===== src/rtl/wb_pkg.sv =====
// Shared Wishbone B4 definitions for the arbiter and watchdog.
// Bus widths and the arbiter state encoding.
package wb_pkg;

  localparam int ADR_W = 32;
  localparam int DAT_W = 32;

  typedef enum logic [1:0] {
    IDLE,
    GNT0,
    GNT1
  } arb_state_t;

endpackage


===== src/rtl/wb4_if.sv =====
// Wishbone B4 classic/pipelined signal bundle.
// master drives ADR/DAT_O/WE/CYC/STB, slave drives DAT_I/ACK.
interface wb4_if;
  import wb_pkg::*;

  logic [ADR_W-1:0] adr;
  logic [DAT_W-1:0] dat_o;
  logic [DAT_W-1:0] dat_i;
  logic             we;
  logic             cyc;
  logic             stb;
  logic             ack;

  modport master (
    output adr, dat_o, we, cyc, stb,
    input  dat_i, ack
  );

  modport slave (
    input  adr, dat_o, we, cyc, stb,
    output dat_i, ack
  );

endinterface


===== src/rtl/wb_watchdog.sv =====
// Strobe watchdog: counts unacknowledged cycles.
// expire is high while the count sits at LIMIT-1.
module wb_watchdog #(
  parameter int unsigned LIMIT = 255
) (
  input  logic clk,
  input  logic rst,
  input  logic clr,
  input  logic inc,
  output logic expire
);

  localparam int CW = $clog2(LIMIT + 1);

  logic [CW-1:0] cnt_q;
  logic [CW-1:0] cnt_d;

  always_comb begin
    cnt_d = cnt_q;
    if (clr) begin
      cnt_d = '0;
    end else if (inc) begin
      cnt_d = cnt_q + CW'(1);
    end
  end

  always_ff @(posedge clk) begin
    if (rst) begin
      cnt_q <= '0;
    end else begin
      cnt_q <= cnt_d;
    end
  end

  assign expire = (cnt_q == CW'(LIMIT - 1));

endmodule


===== src/rtl/wb_arbiter.sv =====
// Two-master round-robin Wishbone B4 arbiter.
// Grant held for a whole CYC; stuck strobes are force-acked.
module wb_arbiter
  import wb_pkg::*;
#(
  parameter int unsigned      TIMEOUT_CYCLES = 255,
  parameter logic [DAT_W-1:0] TIMEOUT_DATA   = 32'hDEAD_BEEF
) (
  input  logic             clk,
  input  logic             rst,
  wb4_if.slave             m0,
  wb4_if.slave             m1,
  wb4_if.master            bus,
  output logic             timeout_o,
  output logic [ADR_W-1:0] timeout_adr_o,
  output logic [1:0]       grant_o
);

  arb_state_t       state_q, state_d;
  logic             last_q, last_d;
  logic [ADR_W-1:0] tadr_q, tadr_d;

  logic             req0, req1;
  logic             g0, g1, gnt;
  logic             sel_cyc, sel_stb, sel_we;
  logic [ADR_W-1:0] sel_adr;
  logic [DAT_W-1:0] sel_dat;
  logic             bus_stb;
  logic             expire, to;
  logic             rsp_ack;
  logic [DAT_W-1:0] rsp_dat;
  logic             wd_clr, wd_inc;

  assign req0 = m0.cyc & m0.stb;
  assign req1 = m1.cyc & m1.stb;

  always_comb begin
    state_d = state_q;
    last_d  = last_q;
    case (state_q)
      IDLE: begin
        if (req0 && (!req1 || last_q)) begin
          state_d = GNT0;
        end else if (req1) begin
          state_d = GNT1;
        end
      end
      GNT0: begin
        if (!m0.cyc) begin
          state_d = req1 ? GNT1 : IDLE;
        end
      end
      GNT1: begin
        if (!m1.cyc) begin
          state_d = req0 ? GNT0 : IDLE;
        end
      end
      default: state_d = IDLE;
    endcase
    if (state_d == GNT0 && state_q != GNT0) begin
      last_d = 1'b0;
    end
    if (state_d == GNT1 && state_q != GNT1) begin
      last_d = 1'b1;
    end
  end

  // Reset also masks the grant so an interrupted master sees no ACK.
  assign g0  = !rst && (state_q == GNT0);
  assign g1  = !rst && (state_q == GNT1);
  assign gnt = g0 | g1;

  always_comb begin
    sel_cyc = 1'b0;
    sel_stb = 1'b0;
    sel_we  = 1'b0;
    sel_adr = '0;
    sel_dat = '0;
    unique case (1'b1)
      g0: begin
        sel_cyc = m0.cyc;
        sel_stb = m0.stb;
        sel_we  = m0.we;
        sel_adr = m0.adr;
        sel_dat = m0.dat_o;
      end
      g1: begin
        sel_cyc = m1.cyc;
        sel_stb = m1.stb;
        sel_we  = m1.we;
        sel_adr = m1.adr;
        sel_dat = m1.dat_o;
      end
      default: ;
    endcase
  end

  assign to      = gnt & sel_stb & !bus.ack & expire;
  assign bus_stb = sel_stb & !to;
  assign rsp_ack = (bus.ack & bus_stb) | to;
  assign rsp_dat = to ? TIMEOUT_DATA : bus.dat_i;

  assign bus.cyc   = sel_cyc;
  assign bus.stb   = bus_stb;
  assign bus.we    = sel_we;
  assign bus.adr   = sel_adr;
  assign bus.dat_o = sel_dat;

  assign m0.ack   = g0 & rsp_ack;
  assign m0.dat_i = g0 ? rsp_dat : '0;
  assign m1.ack   = g1 & rsp_ack;
  assign m1.dat_i = g1 ? rsp_dat : '0;

  assign wd_inc = gnt & sel_stb & !bus.ack;
  assign wd_clr = !gnt | !sel_stb | bus.ack | to
                | (state_d != state_q);

  wb_watchdog #(
    .LIMIT (TIMEOUT_CYCLES)
  ) u_wd (
    .clk    (clk),
    .rst    (rst),
    .clr    (wd_clr),
    .inc    (wd_inc),
    .expire (expire)
  );

  assign tadr_d = to ? sel_adr : tadr_q;

  always_ff @(posedge clk) begin
    if (rst) begin
      state_q <= IDLE;
      last_q  <= 1'b1;
      tadr_q  <= '0;
    end else begin
      state_q <= state_d;
      last_q  <= last_d;
      tadr_q  <= tadr_d;
    end
  end

  assign timeout_o     = to;
  assign timeout_adr_o = tadr_q;
  assign grant_o       = {g1, g0};

endmodule


===== src/flat_wrapper.sv =====
// flat-port wrapper written by rule: the top's interface ports become plain ports
module wb_arbiter_flat import wb_pkg::*;
#(
  parameter int unsigned      TIMEOUT_CYCLES = 255,
  parameter logic [DAT_W-1:0] TIMEOUT_DATA   = 32'hDEAD_BEEF
)
  (clk, rst, timeout_o, timeout_adr_o, grant_o, m0_adr, m0_dat_o, m0_we, m0_cyc, m0_stb, m0_dat_i, m0_ack, m1_adr, m1_dat_o, m1_we, m1_cyc, m1_stb, m1_dat_i, m1_ack, bus_adr, bus_dat_o, bus_we, bus_cyc, bus_stb, bus_dat_i, bus_ack);
  wb4_if m0_i ();
  wb4_if m1_i ();
  wb4_if bus_i ();
  input  logic clk;
  input  logic rst;
  output logic timeout_o;
  output logic [ADR_W-1:0] timeout_adr_o;
  output logic [1:0] grant_o;
  input wire logic [$bits(m0_i.adr)-1:0] m0_adr;
  input wire logic [$bits(m0_i.dat_o)-1:0] m0_dat_o;
  input wire logic [$bits(m0_i.we)-1:0] m0_we;
  input wire logic [$bits(m0_i.cyc)-1:0] m0_cyc;
  input wire logic [$bits(m0_i.stb)-1:0] m0_stb;
  output wire logic [$bits(m0_i.dat_i)-1:0] m0_dat_i;
  output wire logic [$bits(m0_i.ack)-1:0] m0_ack;
  input wire logic [$bits(m1_i.adr)-1:0] m1_adr;
  input wire logic [$bits(m1_i.dat_o)-1:0] m1_dat_o;
  input wire logic [$bits(m1_i.we)-1:0] m1_we;
  input wire logic [$bits(m1_i.cyc)-1:0] m1_cyc;
  input wire logic [$bits(m1_i.stb)-1:0] m1_stb;
  output wire logic [$bits(m1_i.dat_i)-1:0] m1_dat_i;
  output wire logic [$bits(m1_i.ack)-1:0] m1_ack;
  output wire logic [$bits(bus_i.adr)-1:0] bus_adr;
  output wire logic [$bits(bus_i.dat_o)-1:0] bus_dat_o;
  output wire logic [$bits(bus_i.we)-1:0] bus_we;
  output wire logic [$bits(bus_i.cyc)-1:0] bus_cyc;
  output wire logic [$bits(bus_i.stb)-1:0] bus_stb;
  input wire logic [$bits(bus_i.dat_i)-1:0] bus_dat_i;
  input wire logic [$bits(bus_i.ack)-1:0] bus_ack;
  assign m0_i.adr = m0_adr;
  assign m0_i.dat_o = m0_dat_o;
  assign m0_i.we = m0_we;
  assign m0_i.cyc = m0_cyc;
  assign m0_i.stb = m0_stb;
  assign m0_dat_i = m0_i.dat_i;
  assign m0_ack = m0_i.ack;
  assign m1_i.adr = m1_adr;
  assign m1_i.dat_o = m1_dat_o;
  assign m1_i.we = m1_we;
  assign m1_i.cyc = m1_cyc;
  assign m1_i.stb = m1_stb;
  assign m1_dat_i = m1_i.dat_i;
  assign m1_ack = m1_i.ack;
  assign bus_adr = bus_i.adr;
  assign bus_dat_o = bus_i.dat_o;
  assign bus_we = bus_i.we;
  assign bus_cyc = bus_i.cyc;
  assign bus_stb = bus_i.stb;
  assign bus_i.dat_i = bus_dat_i;
  assign bus_i.ack = bus_ack;
  wb_arbiter #(.TIMEOUT_CYCLES(TIMEOUT_CYCLES), .TIMEOUT_DATA(TIMEOUT_DATA)) u_core (.clk(clk), .rst(rst), .m0(m0_i), .m1(m1_i), .bus(bus_i), .timeout_o(timeout_o), .timeout_adr_o(timeout_adr_o), .grant_o(grant_o));
endmodule

===== config.mk =====
export PLATFORM = sky130hd
export DESIGN_NAME = wb_arbiter_flat
export DESIGN_NICKNAME = d
export VERILOG_FILES = /design/src/rtl/wb_pkg.sv /design/src/rtl/wb4_if.sv /design/src/rtl/wb_watchdog.sv /design/src/rtl/wb_arbiter.sv /design/src/flat_wrapper.sv
export SDC_FILE = /design/constraint.sdc
export NUM_CORES = 1
export LEC_CHECK = 0
export ABC_CLOCK_PERIOD_IN_PS = 2029
export BUFFER_PORTS_ARGS = -buffer_cell sky130_fd_sc_hd__buf_2
export CAP_MARGIN = 20
export CORE_AREA = 2 2 132 134
export CTS_BUF_LIST = sky130_fd_sc_hd__clkbuf_2 sky130_fd_sc_hd__clkbuf_4 sky130_fd_sc_hd__clkbuf_8
export CTS_CLUSTER_SIZE = 8
export DETAILED_ROUTE_END_ITERATION = 7
export DIE_AREA = 0 0 134 136
export SYNTH_ARGS = -nofsm -noshare
export SYNTH_HDL_FRONTEND = slang
export SYNTH_SLANG_ARGS = --single-unit

===== constraint.sdc =====
create_clock -name clk -period 2.03 [get_ports clk]
set_input_delay 0 -clock clk [delete_from_list [all_inputs] [get_ports clk]]
set_output_delay 0 -clock clk [all_outputs]
set_load 0.005 [all_outputs]

==> report_table.html <==
<table>
<tr><th>Metric</th><th>Value</th></tr>
<tr><th colspan="2">Logic synthesis</th></tr>
<tr><td>Fraction of the mapped netlist area in compound gates</td><td>between 30% and 40%</td></tr>
<tr><td>Combinational family with the most area after synthesis</td><td>compound AO/OA/AOI/OAI gates</td></tr>
<tr><td>Avg Synthesized Cell Area</td><td>8.116 µm²</td></tr>
<tr><td>Syn_nets</td><td>approximately 550</td></tr>
<tr><td>Cell types occupying the most area after synthesis</td><td>dfxtp_1, a22o_1, nor2_1, a21o_1, nor3b_1</td></tr>
<tr><td>Xor and xnor area share after synthesis</td><td>0.5710%</td></tr>
<tr><td>Count of flip-flops with a built-in enable after synthesis</td><td>0</td></tr>
<tr><td>Synth top cells by count</td><td>nor2_1, a22o_1, dfxtp_1</td></tr>
<tr><td>Mapped Area</td><td>roughly 3100 µm²</td></tr>
<tr><td>Mux cell area share after synthesis</td><td>0%</td></tr>
<tr><td>Number of warnings issued by yosys</td><td>0</td></tr>
<tr><td>Most frequently used flop master after synthesis</td><td>dfxtp_1</td></tr>
<tr><td>FFs w/ async S/R, synth</td><td>0%</td></tr>
<tr><td>Unique masters post-synth</td><td>39</td></tr>
<tr><td>Adder-Cell Fraction of Synth Area</td><td>less than 1%</td></tr>
<tr><td>Top cell type by total area after synthesis</td><td>dfxtp_1</td></tr>
<tr><td>Number of instances in the synthesized netlist</td><td>378</td></tr>
<tr><td>Area share of and/or/nand/nor cells after synthesis</td><td>about 29%</td></tr>
<tr><td>Post-synthesis register bit count</td><td>43</td></tr>
<tr><td>Most frequent cell after synthesis</td><td>nor2_1</td></tr>
<tr><td>Synth top area share</td><td>28.06%</td></tr>
<tr><td>Proportion of synthesized chip area in sequential cells</td><td>~28%</td></tr>
<tr><th colspan="2">Routing</th></tr>
<tr><td>Mean number of vias per cell</td><td>4.322</td></tr>
<tr><td>Remaining design rule violation count</td><td>0</td></tr>
<tr><td>Wire length after detailed routing</td><td>12.86 mm</td></tr>
<tr><td>Total iterations of the first detailed-routing run</td><td>4</td></tr>
<tr><td>Vias post-DR</td><td>3981</td></tr>
<tr><td>Detailed router's first-iteration violation count</td><td>approximately 120</td></tr>
<tr><td>Final ANT Viol Nets</td><td>0</td></tr>
<tr><td>WL/cell</td><td>13.97 µm</td></tr>
<tr><th colspan="2">GRT</th></tr>
<tr><td>Number of global-route vias before repair</td><td>between 3k and 4k</td></tr>
<tr><td>Global-route wire length before repair</td><td>18.34 mm</td></tr>
<tr><td>Pin count of the biggest net entering global routing</td><td>66</td></tr>
<tr><td>GRT Util Overall</td><td>around 13%</td></tr>
<tr><td>Antenna violations before repair</td><td>5</td></tr>
<tr><td>Global-route congestion overflow total</td><td>0</td></tr>
<tr><th colspan="2">CTS</th></tr>
<tr><td>TritonCTS Buffers</td><td>5</td></tr>
<tr><td>Number of sinks on the clock net</td><td>43</td></tr>
<tr><td>Max clock buf depth</td><td>2</td></tr>
<tr><td>Level count of the clock H-tree</td><td>2</td></tr>
<tr><td>CTS tree</td><td>yes</td></tr>
<tr><td>Library cell used as clock root buffer</td><td>clkbuf_8</td></tr>
<tr><td>Clock network latency to the later pin of the worst-skew pair</td><td>about 300 ps</td></tr>
<tr><td>CTS clock-pin slew for the worst setup and hold paths</td><td>90 ps</td></tr>
<tr><th colspan="2">Place</th></tr>
<tr><td>Post-DP Area</td><td>between 4000 and 5000 µm²</td></tr>
<tr><td>Count of buffers from port buffering</td><td>between 300 and 400</td></tr>
<tr><td>Gp weighted congestion</td><td>approximately 0.77</td></tr>
<tr><td>DP Wirelength</td><td>around 10 mm</td></tr>
<tr><th colspan="2">Die</th></tr>
<tr><td>Die Area</td><td>roughly 18000 µm²</td></tr>
<tr><td>Number of rows in the core area</td><td>48</td></tr>
<tr><td>Overall die height</td><td>~140 µm</td></tr>
<tr><td>I/O Pins</td><td>~340</td></tr>
<tr><td>Core Footprint</td><td>16880 µm²</td></tr>
<tr><td>X dimension of the die</td><td>between 100 and 150 µm</td></tr>
<tr><td>Initial core utilization</td><td>18.18%</td></tr>
<tr><th colspan="2">Worst setup path</th></tr>
<tr><td>Source of the worst register-to-register timing path</td><td>u_core.u_wd.cnt_q[1]</td></tr>
<tr><td>Category of the worst setup path capture point</td><td>output pin</td></tr>
<tr><td>Launch point of the worst path</td><td>u_core.state_q[1]</td></tr>
<tr><td>Highest net fanout along the worst path</td><td>39</td></tr>
<tr><td>Worst Path Buf+Inv</td><td>3</td></tr>
<tr><td>Type of element launching the critical path</td><td>flop</td></tr>
<tr><td>Critical path cell sequence</td><td>nand2b_1, or2_2, inv_2, buf_12, a22o_1, buf_2</td></tr>
<tr><td>Category of the critical setup timing path</td><td>flop to output pin</td></tr>
<tr><td>Standard cell with the maximum stage delay on the critical path</td><td>dfxtp_2</td></tr>
<tr><td>Largest delay contributor family on the critical path</td><td>simple AND/OR/NAND/NOR gates</td></tr>
<tr><td>WP data required</td><td>slightly above 2000 ps</td></tr>
<tr><td>WP data arrival</td><td>~1900 ps</td></tr>
<tr><td>Peak per-stage delay on the critical path</td><td>~390 ps</td></tr>
<tr><th colspan="2">Timing</th></tr>
<tr><td>Crit path time final</td><td>between 1500 and 2000 ps</td></tr>
<tr><td>Worst slew margin relative to its limit</td><td>73.56%</td></tr>
<tr><td>Endpoints failing hold</td><td>0</td></tr>
<tr><td>Part of the cycle the worst path needs</td><td>92.32%</td></tr>
<tr><td>Number of endpoints failing setup at the final stage</td><td>0</td></tr>
<tr><td>Actual slew at the worst max-slew pin</td><td>about 400 ps</td></tr>
<tr><td>Slew Limit Fails</td><td>0</td></tr>
<tr><td>Setup clock skew after layout</td><td>6.782 ps</td></tr>
<tr><td>F_max</td><td>between 500 and 600 MHz</td></tr>
<tr><th colspan="2">Hold path</th></tr>
<tr><td>Worst hold-check path type</td><td>input pin to flop</td></tr>
<tr><td>Startpoint of the lowest-slack hold path</td><td>m0_adr[8]</td></tr>
<tr><th colspan="2">Layout</th></tr>
<tr><td>Core occupancy in the finished layout</td><td>between 30 and 40%</td></tr>
<tr><td>Post-route cell area</td><td>5067 µm²</td></tr>
<tr><td>Share of post-route cells with drive strength above 1</td><td>a little under three fifths</td></tr>
<tr><td>Total Nets Final</td><td>between 800 and 900</td></tr>
<tr><td>Layout overhead on the synthesized area</td><td>65.17%</td></tr>
<tr><th colspan="2">Run status</th></tr>
<tr><td>Result of the run</td><td>completed</td></tr>
<tr><th colspan="2">Power</th></tr>
<tr><td>Power density relative to cell area</td><td>between 300 and 400 nW/µm²</td></tr>
<tr><td>Maximum vdd ir drop</td><td>between 0.2 and 0.25 mV</td></tr>
<tr><td>Cell leakage power</td><td>0.003082 µW</td></tr>
<tr><th colspan="2">Flow run</th></tr>
<tr><td>Number of maximum-capacitance violations</td><td>0</td></tr>
</table>
==> worst register-to-register path, stage by stage, from the launching register on <==
cell     delay (ps)
dfxtp_1         400
ha_1            180
nand3_1          90
nor2_2          170
nand2_2          80
inv_2           100
buf_12          240
nor3b_1         160
a21o_1          160
==> logic make-up (layout without fill, tap and decap cells) <==
kind of cell / Yosys count / in the layout
buf+inv: 47 / 364
simple gates: 161 / 161
fa+ha+maj: 2 / 2
xor+xnor: 2 / 2
flops: 43 / 43
other cells: 0 / 1
compound gates: 123 / 123
==> cell usage in the layout, fill, tap and decap left out, drive strengths merged, types with 4 or more instances in the layout <==
| master | Yosys | final |
|---|---|---|
| a21o | 34 | 34 |
| a21oi | 12 | 12 |
| a22o | 65 | 65 |
| and3 | 16 | 16 |
| buf | 32 | 346 |
| clkbuf | 9 | 6 |
| dfxtp | 43 | 43 |
| dlygate4sd3 | 0 | 4 |
| inv | 6 | 6 |
| nand2 | 8 | 8 |
| nand3 | 4 | 4 |
| nand3b | 5 | 5 |
| nor2 | 79 | 79 |
| nor3b | 33 | 33 |
| o21ai | 6 | 6 |
==> layer usage <==
layer | share of wire, % | vias up | track usage (%) | wire, µm
met3 | 9.7 | 12 | 4.773 | 1254
met5 | 0.30 | - | 0 | 38
met4 | 0.72 | 6 | 2.305 | 92
li1 | - | 1998 | - | -
met2 | 48 | 175 | 21.42 | 6187
met1 | 41 | 1790 | 15.22 | 5290
==> what timing repair did <==
action	4_1_cts	5_1_grt
endpoints found under the setup margin	50	49
hold endpoints to repair	3	0
pin swaps	0	0
hold buffers	4	0
gates resized for setup	2	5
gates cloned	0	0
setup buffers	0	0
==> where the power goes <==
part	switching, µW	total [µW]	internal [µW]
combinational	208	461	253
clock	322	577	255
sequential	7.84	854	846
==> sequential cells by signal, summed over array words and instances, names as in the netlist <==
register / count
u_core.last_q: 1
u_core.u_wd.cnt_q: 8
u_core.timeout_adr_o: 32
u_core.state_q: 2
==> worst paths after layout <==
check	to	slack [ps]	cells past startpoint
worst min register to register	u_core.u_wd.cnt_q[7]	490	2
worst min-delay path	u_core.timeout_adr_o[8]	30	3
worst max-delay path	bus_adr[16]	160	6
worst max register to register	u_core.timeout_adr_o[14]	360	8
==> stage by stage <==
stage / std cells / hold WS, ps / setup WS, ps / total power [µW] / setup TNS (ps)
final: 921 / 28.89 / 155.9 / 1892 / 0
after detailed placement: 908 / 277.5 / 254.9 / 1327 / 0
after global placement: 908 / 275.9 / 270.2 / 1327 / 0
after CTS: 920 / 3.299 / 17.40 / 1949 / 0
after global routing: 920 / 21.08 / -4.334 / 2014 / -8.830
after floorplan: 378 / 98.03 / 488.9 / 1058 / 0
==> final cells by class <==
type	count	area [µm²]
Antenna cell	1	2.502
Clock buffer	6	76.32
Clock inverter	2	12.51
Fill cell	1796	11810
Inverter	6	22.52
Multi-Input combinational cell	288	1943
Sequential cell	43	865.8
Tap cell	225	281.5
Timing Repair Buffer	350	1863
Power figures use the tool's default switching activity.
